[src/rtl/mmult_column_sequencer.sv]
// Runs P mmult engines one column at a time over shared X/Y RAMs and packs their results column-major into RES RAM.
// Read ports are muxed combinationally from the active column; result writes land one cycle after each engine pulse.
module mmult_column_sequencer #(
    parameter int width          = 8,
    parameter int M              = 64,
    parameter int P              = 2,
    parameter int X_depth_bits   = 9,
    parameter int Y_depth_bits   = 5,
    parameter int RES_depth_bits = 7
) (
    input  logic                        clk,
    input  logic                        reset,
    input  logic                        start,
    output logic                        busy,
    output logic                        done,
    output logic [P-1:0]                eng_start,
    output logic [width-1:0]            eng_bias_term,
    input  logic [P*width-1:0]          bias_terms,
    input  logic [P-1:0]                eng_datapoint_done,
    input  logic [P-1:0]                eng_all_done,
    input  logic [P*width-1:0]          eng_results,
    input  logic [P-1:0]                eng_X_read_en,
    input  logic [P*X_depth_bits-1:0]   eng_X_read_address,
    input  logic [P-1:0]                eng_Y_read_en,
    input  logic [P*Y_depth_bits-1:0]   eng_Y_read_address,
    output logic                        X_read_en,
    output logic [X_depth_bits-1:0]     X_read_address,
    output logic                        Y_read_en,
    output logic [Y_depth_bits-1:0]     Y_read_address,
    output logic                        RES_write_en,
    output logic [RES_depth_bits-1:0]   RES_write_address,
    output logic [width-1:0]            RES_write_data_in
);

    localparam int CW = (P > 1) ? $clog2(P) : 1;
    localparam int RW = (M > 1) ? $clog2(M) : 1;

    typedef enum logic [2:0] {IDLE, LAUNCH, COLLECT, DRAIN, DONE} state_t;

    state_t                    state;
    state_t                    state_nxt;
    logic [CW-1:0]             col;
    logic [RW-1:0]             row;

    logic                      dp_sel;
    logic                      all_done_sel;
    logic [width-1:0]          res_sel;
    logic [width-1:0]          bias_sel;
    logic                      x_en_sel;
    logic [X_depth_bits-1:0]   x_addr_sel;
    logic                      y_en_sel;
    logic [Y_depth_bits-1:0]   y_addr_sel;
    logic [RES_depth_bits-1:0] res_addr;
    logic                      last_row;
    logic                      last_col;

    // Pick the active engine's slice of every per-engine bus.
    always_comb begin
        dp_sel       = 1'b0;
        all_done_sel = 1'b0;
        res_sel      = '0;
        bias_sel     = '0;
        x_en_sel     = 1'b0;
        x_addr_sel   = '0;
        y_en_sel     = 1'b0;
        y_addr_sel   = '0;
        for (int c = 0; c < P; c++) begin
            if (col == CW'(c)) begin
                dp_sel       = eng_datapoint_done[c];
                all_done_sel = eng_all_done[c];
                res_sel      = eng_results[c*width +: width];
                bias_sel     = bias_terms[c*width +: width];
                x_en_sel     = eng_X_read_en[c];
                x_addr_sel   = eng_X_read_address[c*X_depth_bits +: X_depth_bits];
                y_en_sel     = eng_Y_read_en[c];
                y_addr_sel   = eng_Y_read_address[c*Y_depth_bits +: Y_depth_bits];
            end
        end
    end

    assign last_row = (row == RW'(M - 1));
    assign last_col = (col == CW'(P - 1));
    assign res_addr = RES_depth_bits'(col) * RES_depth_bits'(M) + RES_depth_bits'(row);

    always_ff @(posedge clk) begin
        if (reset) begin
            state <= IDLE;
        end else begin
            state <= state_nxt;
        end
    end

    always_comb begin
        state_nxt = state;
        case (state)
            IDLE:    if (start) state_nxt = LAUNCH;
            LAUNCH:  state_nxt = COLLECT;
            COLLECT: if (dp_sel && last_row) state_nxt = DRAIN;
            // all_done is sticky, so it only means "ports released" once every row is in.
            DRAIN:   if (all_done_sel) state_nxt = last_col ? DONE : LAUNCH;
            DONE:    state_nxt = IDLE;
            default: state_nxt = IDLE;
        endcase
    end

    always_comb begin
        busy           = (state != IDLE);
        done           = (state == DONE);
        eng_start      = (state == LAUNCH) ? (P'(1) << col) : '0;
        eng_bias_term  = bias_sel;
        X_read_en      = busy & x_en_sel;
        X_read_address = x_addr_sel;
        Y_read_en      = busy & y_en_sel;
        Y_read_address = y_addr_sel;
    end

    always_ff @(posedge clk) begin
        if (reset) begin
            col <= '0;
            row <= '0;
        end else begin
            if (state == IDLE && start) begin
                col <= '0;
                row <= '0;
            end else if (state == COLLECT && dp_sel) begin
                row <= last_row ? '0 : row + RW'(1);
            end else if (state == DRAIN && all_done_sel && !last_col) begin
                col <= col + CW'(1);
            end
        end
    end

    always_ff @(posedge clk) begin
        if (reset) begin
            RES_write_en      <= 1'b0;
            RES_write_address <= '0;
            RES_write_data_in <= '0;
        end else begin
            RES_write_en <= (state == COLLECT) && dp_sel;
            if (state == COLLECT && dp_sel) begin
                RES_write_address <= res_addr;
                RES_write_data_in <= res_sel;
            end
        end
    end

endmodule

[config.mk]
export PLATFORM = sky130hd
export DESIGN_NAME = mmult_column_sequencer
export DESIGN_NICKNAME = d
export VERILOG_FILES = /design/src/rtl/mmult_column_sequencer.sv
export SDC_FILE = /design/constraint.sdc
export NUM_CORES = 1
export LEC_CHECK = 0
export ABC_CLOCK_PERIOD_IN_PS = 3500
export CAP_MARGIN = 20
export CORE_UTILIZATION = 25
export DETAILED_ROUTE_END_ITERATION = 10
export PLACE_DENSITY = 0.66
export SLEW_MARGIN = 20
export SYNTH_ARGS = -nofsm -noshare
export SYNTH_HDL_FRONTEND = slang
export SYNTH_SLANG_ARGS = --single-unit
[constraint.sdc]
create_clock -name clk -period 3.5 [get_ports clk]
set_input_delay 0.7 -clock clk [delete_from_list [all_inputs] [get_ports clk]]
set_output_delay 0.7 -clock clk [all_outputs]
set_load 0.02 [all_outputs]
==> metrics, run 1 <==
CP max FO 32; Post-Syn Instances 169; FF-to-FF path depth 5; sequential area share after synthesis 0.344; Post-CTS Resized 0; final hold viol count 0; Area Overhead vs Synth 81.0%; Leak 0.889 nW; gr usage total 0.152; DP HPWL 3.54 mm; die width 79.9 um; vias in the first global route 1638; H-Tree Depth 1; startpoint types flip-flop; CTS sink count 26; hold buffer count at CTS 0; # DRC 0; RD Place Congestion 0.738; largest net degree at the start of global routing 33; cts bufs inserted 3; initial antenna violation count 0; via count 1650; setup TNS 0 ns; WL final 4.67 mm; internal reg-to-reg setup slack 1.16 ns; Synth Area per Inst 8.97 um2; Buffers on Ports 114; R2R Path Start col; Initial Utilization 0.267; vias per cell 4.77; Antenna Cells 0; Detail Route Antenna Nets 0; r2r endpoint row[5]; CP required 2.80 ns; syn_nets 241; CP Capture Point X_read_address[2]; fin crit share 0.785; Finished Layout Cells 346; post-synthesis mux area share 0.250; Worst Path Arrival 2.05 ns; std cell rows 27; final setup fails 0; worst slew pin tran 0.803 ns; status completed; post-synthesis compound-gate area fraction 0.192; drt first pass iters 4; Fmax 364 MHz; Simple-Gate Fraction of Synth Area 0.146; core area 5680 um2; post-synthesis adder-cell area fraction 0.00826; Setup crit end kind primary output; worst rel slew slack 0.463; synthesized area 1520 um2; grt ovf 0; xor and xnor area share after synthesis 0; CTS tree done; Synth Flop Type dfxtp_1; largest family of logic cells by synthesized area multiplexers; number of synthesized register bits 26; Root Driver clkbuf_8; Core Util, Final 0.483; most frequent cells in the layout clkdlybuf4s50_1, dfxtp_1, mux2_2; Worst Setup SP col; yosys warns 0; I/O pin count 115; Final Total Pwr 0.775 mW; Async SR Flop Fraction 0; first-pass GRT wire length 7.64 mm; Worst Hold Margin 0.477 ns; ratio of cells with drive above 1 in the final layout 0.117; most common cell after layout, fill and taps aside clkdlybuf4s50_1; Hold WC Path Type flip-flop to flip-flop; Worst Skew 0.00201 ns; Placed Cells 343; final worst path period need 2.75 ns; Unique masters post-synth 31; Max Cap Viol 0; Iter 0 DRT Violations 102; wire per inst 13.5 um; worst skew pair latency 0.27 ns; Power Dens Cells 283 nW/um2; die area 6380 um2; RSZ-0062 raised after global routing false; Die H 79.9 um; Clock Path Buffers 2; Peak VDD IR 0.000155 V; Clock transition at path regs 0.08 ns; Final nets 348; number of synthesized flops with an enable pin 0; post-CTS setup buffer count 0; max-slew violations 0; Crit Path Class flip-flop to primary output
## synth_stat cells, types with 3 or more instances
library cell | instances | area [um2]
mux2i_1 | 12 | 120
inv_1 | 6 | 22.5
dfxtp_1 | 26 | 521
clkbuf_1 | 10 | 37.5
nand2_1 | 6 | 22.5
or4_1 | 3 | 22.5
a211oi_1 | 8 | 60.1
nor4_1 | 3 | 18.8
nor2_1 | 5 | 18.8
mux2_2 | 23 | 259
a21oi_1 | 20 | 100
nor3_1 | 5 | 25.0
o21ai_0 | 10 | 50.1
nand3_1 | 10 | 50.1
## critical path: stages, from the launching register on
cell	delay [ns]
dfxtp_2	0.81
mux2_2	0.41
clkdlybuf4s50_1	0.55
## per-stage QoR
stage | setup WS [ns] | instance area (um2)
after global routing | 0.652 | 2740
final | 0.751 | 2740
after global placement | 0.866 | 2700
after detailed placement | 0.858 | 2700
after floorplan | 1.16 | 1520
after CTS | 0.722 | 2740
## worst min path at each step
| stage | startpoint | endpoint | slack, ns | cells after the start |
|---|---|---|---|---|
| finish | RES_write_address[5] | RES_write_address[5] | 0.48 | 2 |
| global route | RES_write_address[3] | RES_write_address[3] | 0.50 | 2 |
| CTS | RES_write_address[6] | RES_write_address[6] | 0.48 | 2 |
| detailed placement | RES_write_address[6] | RES_write_address[6] | 0.47 | 2 |
| global placement | RES_write_address[6] | RES_write_address[6] | 0.46 | 2 |
| floorplan | row[5] | RES_write_address[5] | 0.46 | 2 |
## layer usage
layer | part of all wire | wire length, um | vias up | GRT usage
li1 | - | - | 843 | -
met1 | 0.42 | 1970 | 734 | 0.179
met2 | 0.49 | 2280 | 68 | 0.262
met3 | 0.081 | 378 | 5 | 0.0503
met4 | 0.0094 | 44 | 0 | 0.0375
met5 | 0 | 0 | - | 0
## cell families (layout without fill, tap and decap cells)
kind of cell | after synthesis | in the layout
buffers and inverters | 20 | 125
DFF | 26 | 26
muxes | 35 | 35
adders and majority gates | 1 | 1
AOI/OAI and AO/OA | 48 | 48
and+or+nand+nor | 39 | 39
## state kept, by name, indices dropped and copies added, names as in the netlist
signal and flops:
state 3, RES_write_address 7, col 1, row 6, RES_write_data_in 8, RES_write_en 1
## power by group
group / switching (mW) / internal, mW
Sequential: 0.0194 / 0.309
Clock: 0.0901 / 0.0772
Combinational: 0.118 / 0.162
## cell type report
type                       instances  area (um2)
fill                             572        2930
sequential                        26         522
timing repair buffer             116        1160
multi-input combinational        123         911
inverter                           6        22.5
tap                               72        90.1
clock buffer                       3        41.3
No activity file was read; power rests on OpenSTA's default activity.
==> inputs of run 2 (changes only) <==
Settings changed: ABC_CLOCK_PERIOD_IN_PS 3500 to 2600.
Clock period 3.5 ns to 2.6 ns, I/O delays scaled along.
==> metrics, run 2 (synthesized netlist as in run 1, its figures left out) <==
status completed (unchanged); worst skew pair latency 0.27 ns (about the same); grt ovf 0 (unchanged); drt first pass iters 4 (unchanged); final worst path period need 2.38 ns; setup TNS 0 ns (unchanged); Iter 0 DRT Violations 103 (was 102); Clock transition at path regs 0.09 ns (was 0.08 ns); critical path's top delay family flip-flops (unchanged); CTS sink count 26 (unchanged); die width 79.9 um (unchanged); CP peak stage delay 0.65 ns (was 0.81 ns); GR Layer Usage met1 0.178 (was 0.179); Final nets 350 (was 348); startpoint types flip-flop (unchanged); fin crit share 0.915; Worst Skew 0.00728 ns (was 0.00201 ns); wire per inst 13.8 um (was 13.5 um); FF-to-FF path depth 3 (was 5); most frequent cells in the layout clkdlybuf4s50_1, dfxtp_1, mux2_2 (unchanged); Peak VDD IR 0.000219 V (was 0.000155 V); Largest regs RES_write_data_in: 8 flops, RES_write_address: 7 flops, row: 6 flops (unchanged); Die H 79.9 um (unchanged); worst rel slew slack 0.586 (was 0.463); met3 usage 0.0651 (was 0.0503); ratio of cells with drive above 1 in the final layout 0.130 (was 0.117); final hold viol count 0 (unchanged); max-slew violations 0 (unchanged); Max Cap Viol 0 (unchanged); via count 1678 (was 1650); cts bufs inserted 3 (unchanged); Area Overhead vs Synth 83.0% (was 81.0%); Final Total Pwr 1.08 mW (was 0.775 mW); initial antenna violation count 0 (unchanged); Setup crit end kind primary output (unchanged); WP depth 2 (unchanged); first-pass GRT wire length 7.86 mm (was 7.64 mm); Worst Path Arrival 1.86 ns (was 2.05 ns); Fmax 420 MHz; Power Dens Cells 391 nW/um2 (was 283 nW/um2); die area 6380 um2 (unchanged); gr usage total 0.156 (was 0.152); CP Capture Point eng_bias_term[7] (was X_read_address[2]); CP required 2.08 ns (was 2.80 ns); Hold WC Path Type flip-flop to flip-flop (unchanged); Clock Path Buffers 2 (unchanged); Buffers on Ports 114 (unchanged); Leak 0.909 nW (was 0.889 nW); most common cell after layout, fill and taps aside clkdlybuf4s50_1 (unchanged); Worst Setup SP col (unchanged); RSZ-0062 raised after global routing false (unchanged); core area 5680 um2 (unchanged); internal reg-to-reg setup slack 0.59 ns (was 1.16 ns); GRT busiest layer met2 (unchanged); WP buf/inv 1 (unchanged); largest net degree at the start of global routing 37 (was 33); std cell rows 27 (unchanged); vias per cell 4.81 (was 4.77); WL final 4.82 mm (was 4.67 mm); r2r endpoint row[5] (unchanged); Root Driver clkbuf_8 (unchanged); CP max stage cell dfxtp_4 (was dfxtp_2); post-CTS setup buffer count 0 (unchanged); CP max FO 36 (was 32); DP HPWL 3.71 mm (was 3.54 mm); Initial Utilization 0.267 (unchanged); M2 GR Usage 0.274 (was 0.262); Detail Route Antenna Nets 0 (unchanged); final setup fails 0 (unchanged); max FFs per register 8 (unchanged); largest register by flop count RES_write_data_in (unchanged); R2R Path Start state[1] (was col); CTS tree done (unchanged); RD Place Congestion 0.718 (was 0.738); crit-path cells mux2_2 -> clkdlybuf4s50_1 (unchanged); vias in the first global route 1659 (was 1638); H-Tree Depth 1 (unchanged); # DRC 0 (unchanged); Crit Path Class flip-flop to primary output (unchanged); Antenna Cells 0 (unchanged); I/O pin count 115 (unchanged); worst slew pin tran 0.619 ns (was 0.803 ns)
-- run 2: cell count changes in the layout (fill, tap and decap cells not counted) --
| cell | delta |
|---|---|
| buf_4 | +2 |
| clkbuf_8 | +1 |
| dfxtp_2 | -1 |
| dfxtp_4 | +1 |
| nor3_1 | -1 |
| nor3_2 | +1 |
| nor3b_2 | +1 |
| nor3b_4 | -1 |
-- run 2: worst min path at each step --
stage / start / end / slack, ns / cells past startpoint
floorplan: row[5] / RES_write_address[5] / 0.46 / 2
global placement: RES_write_address[5] / RES_write_address[5] / 0.46 / 2
detailed placement: RES_write_address[5] / RES_write_address[5] / 0.47 / 2
CTS: RES_write_address[5] / RES_write_address[5] / 0.48 / 2
global route: RES_write_address[4] / RES_write_address[4] / 0.51 / 2
finish: RES_write_address[4] / RES_write_address[4] / 0.48 / 2
-- run 2: what timing repair did --
action | 4_1_cts | 5_1_grt
resized for setup | 1 | 1
hold buffers | 0 | 0
setup endpoints to repair | 23 | 1
hold endpoints to repair | 0 | 0
-- run 2: layout make-up --
cell class / count / area (um2)
Clock buffer: 4 / 55.1
Multi-Input combinational cell: 123 / 910
Tap cell: 72 / 90.1
Sequential cell: 26 / 524
Inverter: 6 / 22.5
Fill cell: 589 / 2900
Timing Repair Buffer: 118 / 1170
-- run 2: power breakdown --
part | total (mW) | switching [mW] | internal [mW] | leakage (nW)
clock | 0.262 | 0.126 | 0.135 | 0.0288
combinational | 0.381 | 0.161 | 0.220 | 0.669
sequential | 0.441 | 0.0259 | 0.415 | 0.211
total | 1.08 | 0.313 | 0.770 | 0.909
-- run 2: metal layers --
metal,wire (um),up-vias
li1,-,850
met1,1970,751
met2,2360,74
met3,468,3
met4,21,0
met5,0,-
-- run 2: stage by stage --
step            util  cell area [um2]  std cells  hold slack, ns  worst slack [ns]
2_1_floorplan      -             1520        169           0.457             0.437
3_3_place_gp   0.478             2710        345           0.464             0.253
3_5_place_dp   0.478             2710        345           0.469             0.251
4_1_cts        0.488             2770        349           0.482             0.148
5_1_grt        0.489             2770        349           0.507             0.122
6_report       0.489             2770        349           0.479             0.220
-- run 2: worst register-to-register path: stages, from the launching register on --
cell	delay, ns
dfxtp_1	0.53
or3b_4	0.53
or4_1	0.54
a221oi_1	0.32
==> inputs of run 3 (changes only) <==
Settings changed: PLACE_DENSITY 0.66 to 0.67.
==> metrics, run 3 (synthesized netlist as in run 1, its figures left out) <==
Largest regs RES_write_data_in: 8 flops, RES_write_address: 7 flops, row: 6 flops (unchanged); startpoint types flip-flop (unchanged); Root Driver clkbuf_8 (unchanged); Initial Utilization 0.267 (unchanged); sequential power share 0.404 (was 0.407); Buffers on Ports 114 (unchanged); P_sw 0.305 mW (was 0.313 mW); first-pass GRT wire length 7.61 mm (was 7.86 mm); WP buf/inv 1 (unchanged); Internal Pwr Total 0.771 mW (was 0.770 mW); Hold WC Path Type flip-flop to flip-flop (unchanged); post-CTS setup buffer count 0 (unchanged); Iter 0 DRT Violations 94 (was 103); Worst Skew 0.00139 ns (was 0.00728 ns); vias per cell 4.81 (about the same); hold wc startpoint RES_write_address[2] (was RES_write_address[4]); core area 5680 um2 (unchanged); setup TNS 0 ns (unchanged); register area 522 um2 (was 524 um2); DR WL met3 448 um (was 468 um); die width 79.9 um (unchanged); Post-CTS Resized 0 (was 1); H-Tree Depth 1 (unchanged); worst skew pair latency 0.27 ns (about the same); R2R Path Start state[1] (unchanged); via count 1684 (was 1678); crit-path cells nor3_1 -> nor2_1 -> clkdlybuf4s50_1 (was mux2_2 -> clkdlybuf4s50_1); gr usage total 0.151 (was 0.156); max FFs per register 8 (unchanged); drt first pass iters 4 (unchanged); Setup WS pre-CTS 0.310 ns (was 0.251 ns); Setup crit end kind primary output (unchanged); WP depth 3 (was 2); WL final 4.65 mm (was 4.82 mm); WHS Path Cells 2 (unchanged); fin crit share 0.925 (was 0.915); wire per inst 13.3 um (was 13.8 um); DR WL met2 2.37 mm (was 2.36 mm); I/O pin count 115 (unchanged); initial antenna violation count 0 (unchanged); Die H 79.9 um (unchanged); CP required 2.08 ns (about the same); cts bufs inserted 3 (unchanged); Peak VDD IR 0.000244 V (was 0.000219 V); Leak 0.915 nW (was 0.909 nW); Final nets 351 (was 350); final worst path period need 2.41 ns (was 2.38 ns); Multi-input gate area 905 um2 (was 910 um2); Fillers 568 (was 589); worst rel slew slack 0.603 (was 0.586); DP HPWL 3.71 mm (about the same); Clock power frac 0.239 (was 0.241); switching share of power 0.284 (was 0.289); Final Total Pwr 1.08 mW (about the same); combinational share of power 0.356 (was 0.352); RSZ-0062 raised after global routing false (unchanged); PnR worst setup slack 0.195 ns (was 0.220 ns); final hold viol count 0 (unchanged); worst slew pin tran 0.592 ns (was 0.619 ns); status completed (unchanged); RD Place Congestion 0.779 (was 0.718); std cell rows 27 (unchanged); most frequent cells in the layout clkdlybuf4s50_1, dfxtp_1, mux2_2 (unchanged); CP max FO 11 (was 36); Clock transition at path regs 0.09 ns (about the same); most common cell after layout, fill and taps aside clkdlybuf4s50_1 (unchanged); hold buffer count at CTS 0 (unchanged); critical path's top delay family simple AND/OR/NAND/NOR gates (was flip-flops); Area Overhead vs Synth 83.8% (was 83.0%); CP max stage cell clkdlybuf4s50_1 (was dfxtp_4); Fmax 416 MHz (was 420 MHz); CTS sink count 26 (unchanged); CP peak stage delay 0.56 ns (was 0.65 ns); Placed Cells 346 (was 345); final setup fails 0 (unchanged); Crit Path Class flip-flop to primary output (unchanged); # DRC 0 (unchanged); Clock Path Buffers 2 (unchanged); Detail Route Antenna Nets 0 (unchanged); largest register by flop count RES_write_data_in (unchanged); Worst Setup SP state[1] (was col); ratio of cells with drive above 1 in the final layout 0.129 (was 0.130); Power Dens Cells 387 nW/um2 (was 391 nW/um2); Antenna Cells 0 (unchanged); largest net degree at the start of global routing 37 (unchanged); Max Cap Viol 0 (unchanged); WL met1 1.80 mm (was 1.97 mm); vias in the first global route 1686 (was 1659); top routing layer used met4 (unchanged); max-slew violations 0 (unchanged); Worst Path Arrival 1.89 ns (was 1.86 ns); CTS tree done (unchanged); Finished Layout Cells 350 (was 349); die area 6380 um2 (unchanged); grt ovf 0 (unchanged); FF-to-FF path depth 3 (unchanged)
[run 3: worst register-to-register path, stage by stage (launching register included)]
cell and delay [ns]:
dfxtp_1 0.51, or3b_4 0.52, or4_1 0.53, a221oi_1 0.30
[run 3: stage by stage]
stage               hold slack (ns)  utilization  area (um2)
CTS                           0.481        0.491        2790
global route                  0.508        0.491        2790
floorplan                     0.457            -        1520
finish                        0.477        0.491        2790
detailed placement            0.469        0.481        2730
global placement              0.468        0.481        2730
[run 3: area by class of cell]
type / count / share of cell area
Timing Repair Buffer: 119 / 0.428
Sequential cell: 26 / 0.187
Multi-Input combinational cell: 123 / 0.325
Clock buffer: 4 / 0.0198
Inverter: 6 / 0.00809
Tap cell: 72 / 0.0323
[run 3: power by group through the flow]
stage	logic (mW)	registers (mW)	clock network, mW
after floorplan	0.172	0.447	0
after global placement	0.383	0.445	0
after detailed placement	0.388	0.445	0
after CTS	0.389	0.436	0.265
after global routing	0.411	0.440	0.286
final	0.384	0.435	0.258
[run 3: final timing paths]
| check | endpoint | slack (ns) |
|---|---|---|
| max | X_read_en | 0.19 |
| min | RES_write_address[2] | 0.48 |
| max reg2reg | row[5] | 0.66 |
| min reg2reg | RES_write_address[2] | 0.48 |
[run 3: routing by layer]
metal	global-route usage	up-vias
li1	-	851
met3	0.0606	2
met1	0.161	757
met4	0.0357	0
met5	0	-
met2	0.276	74
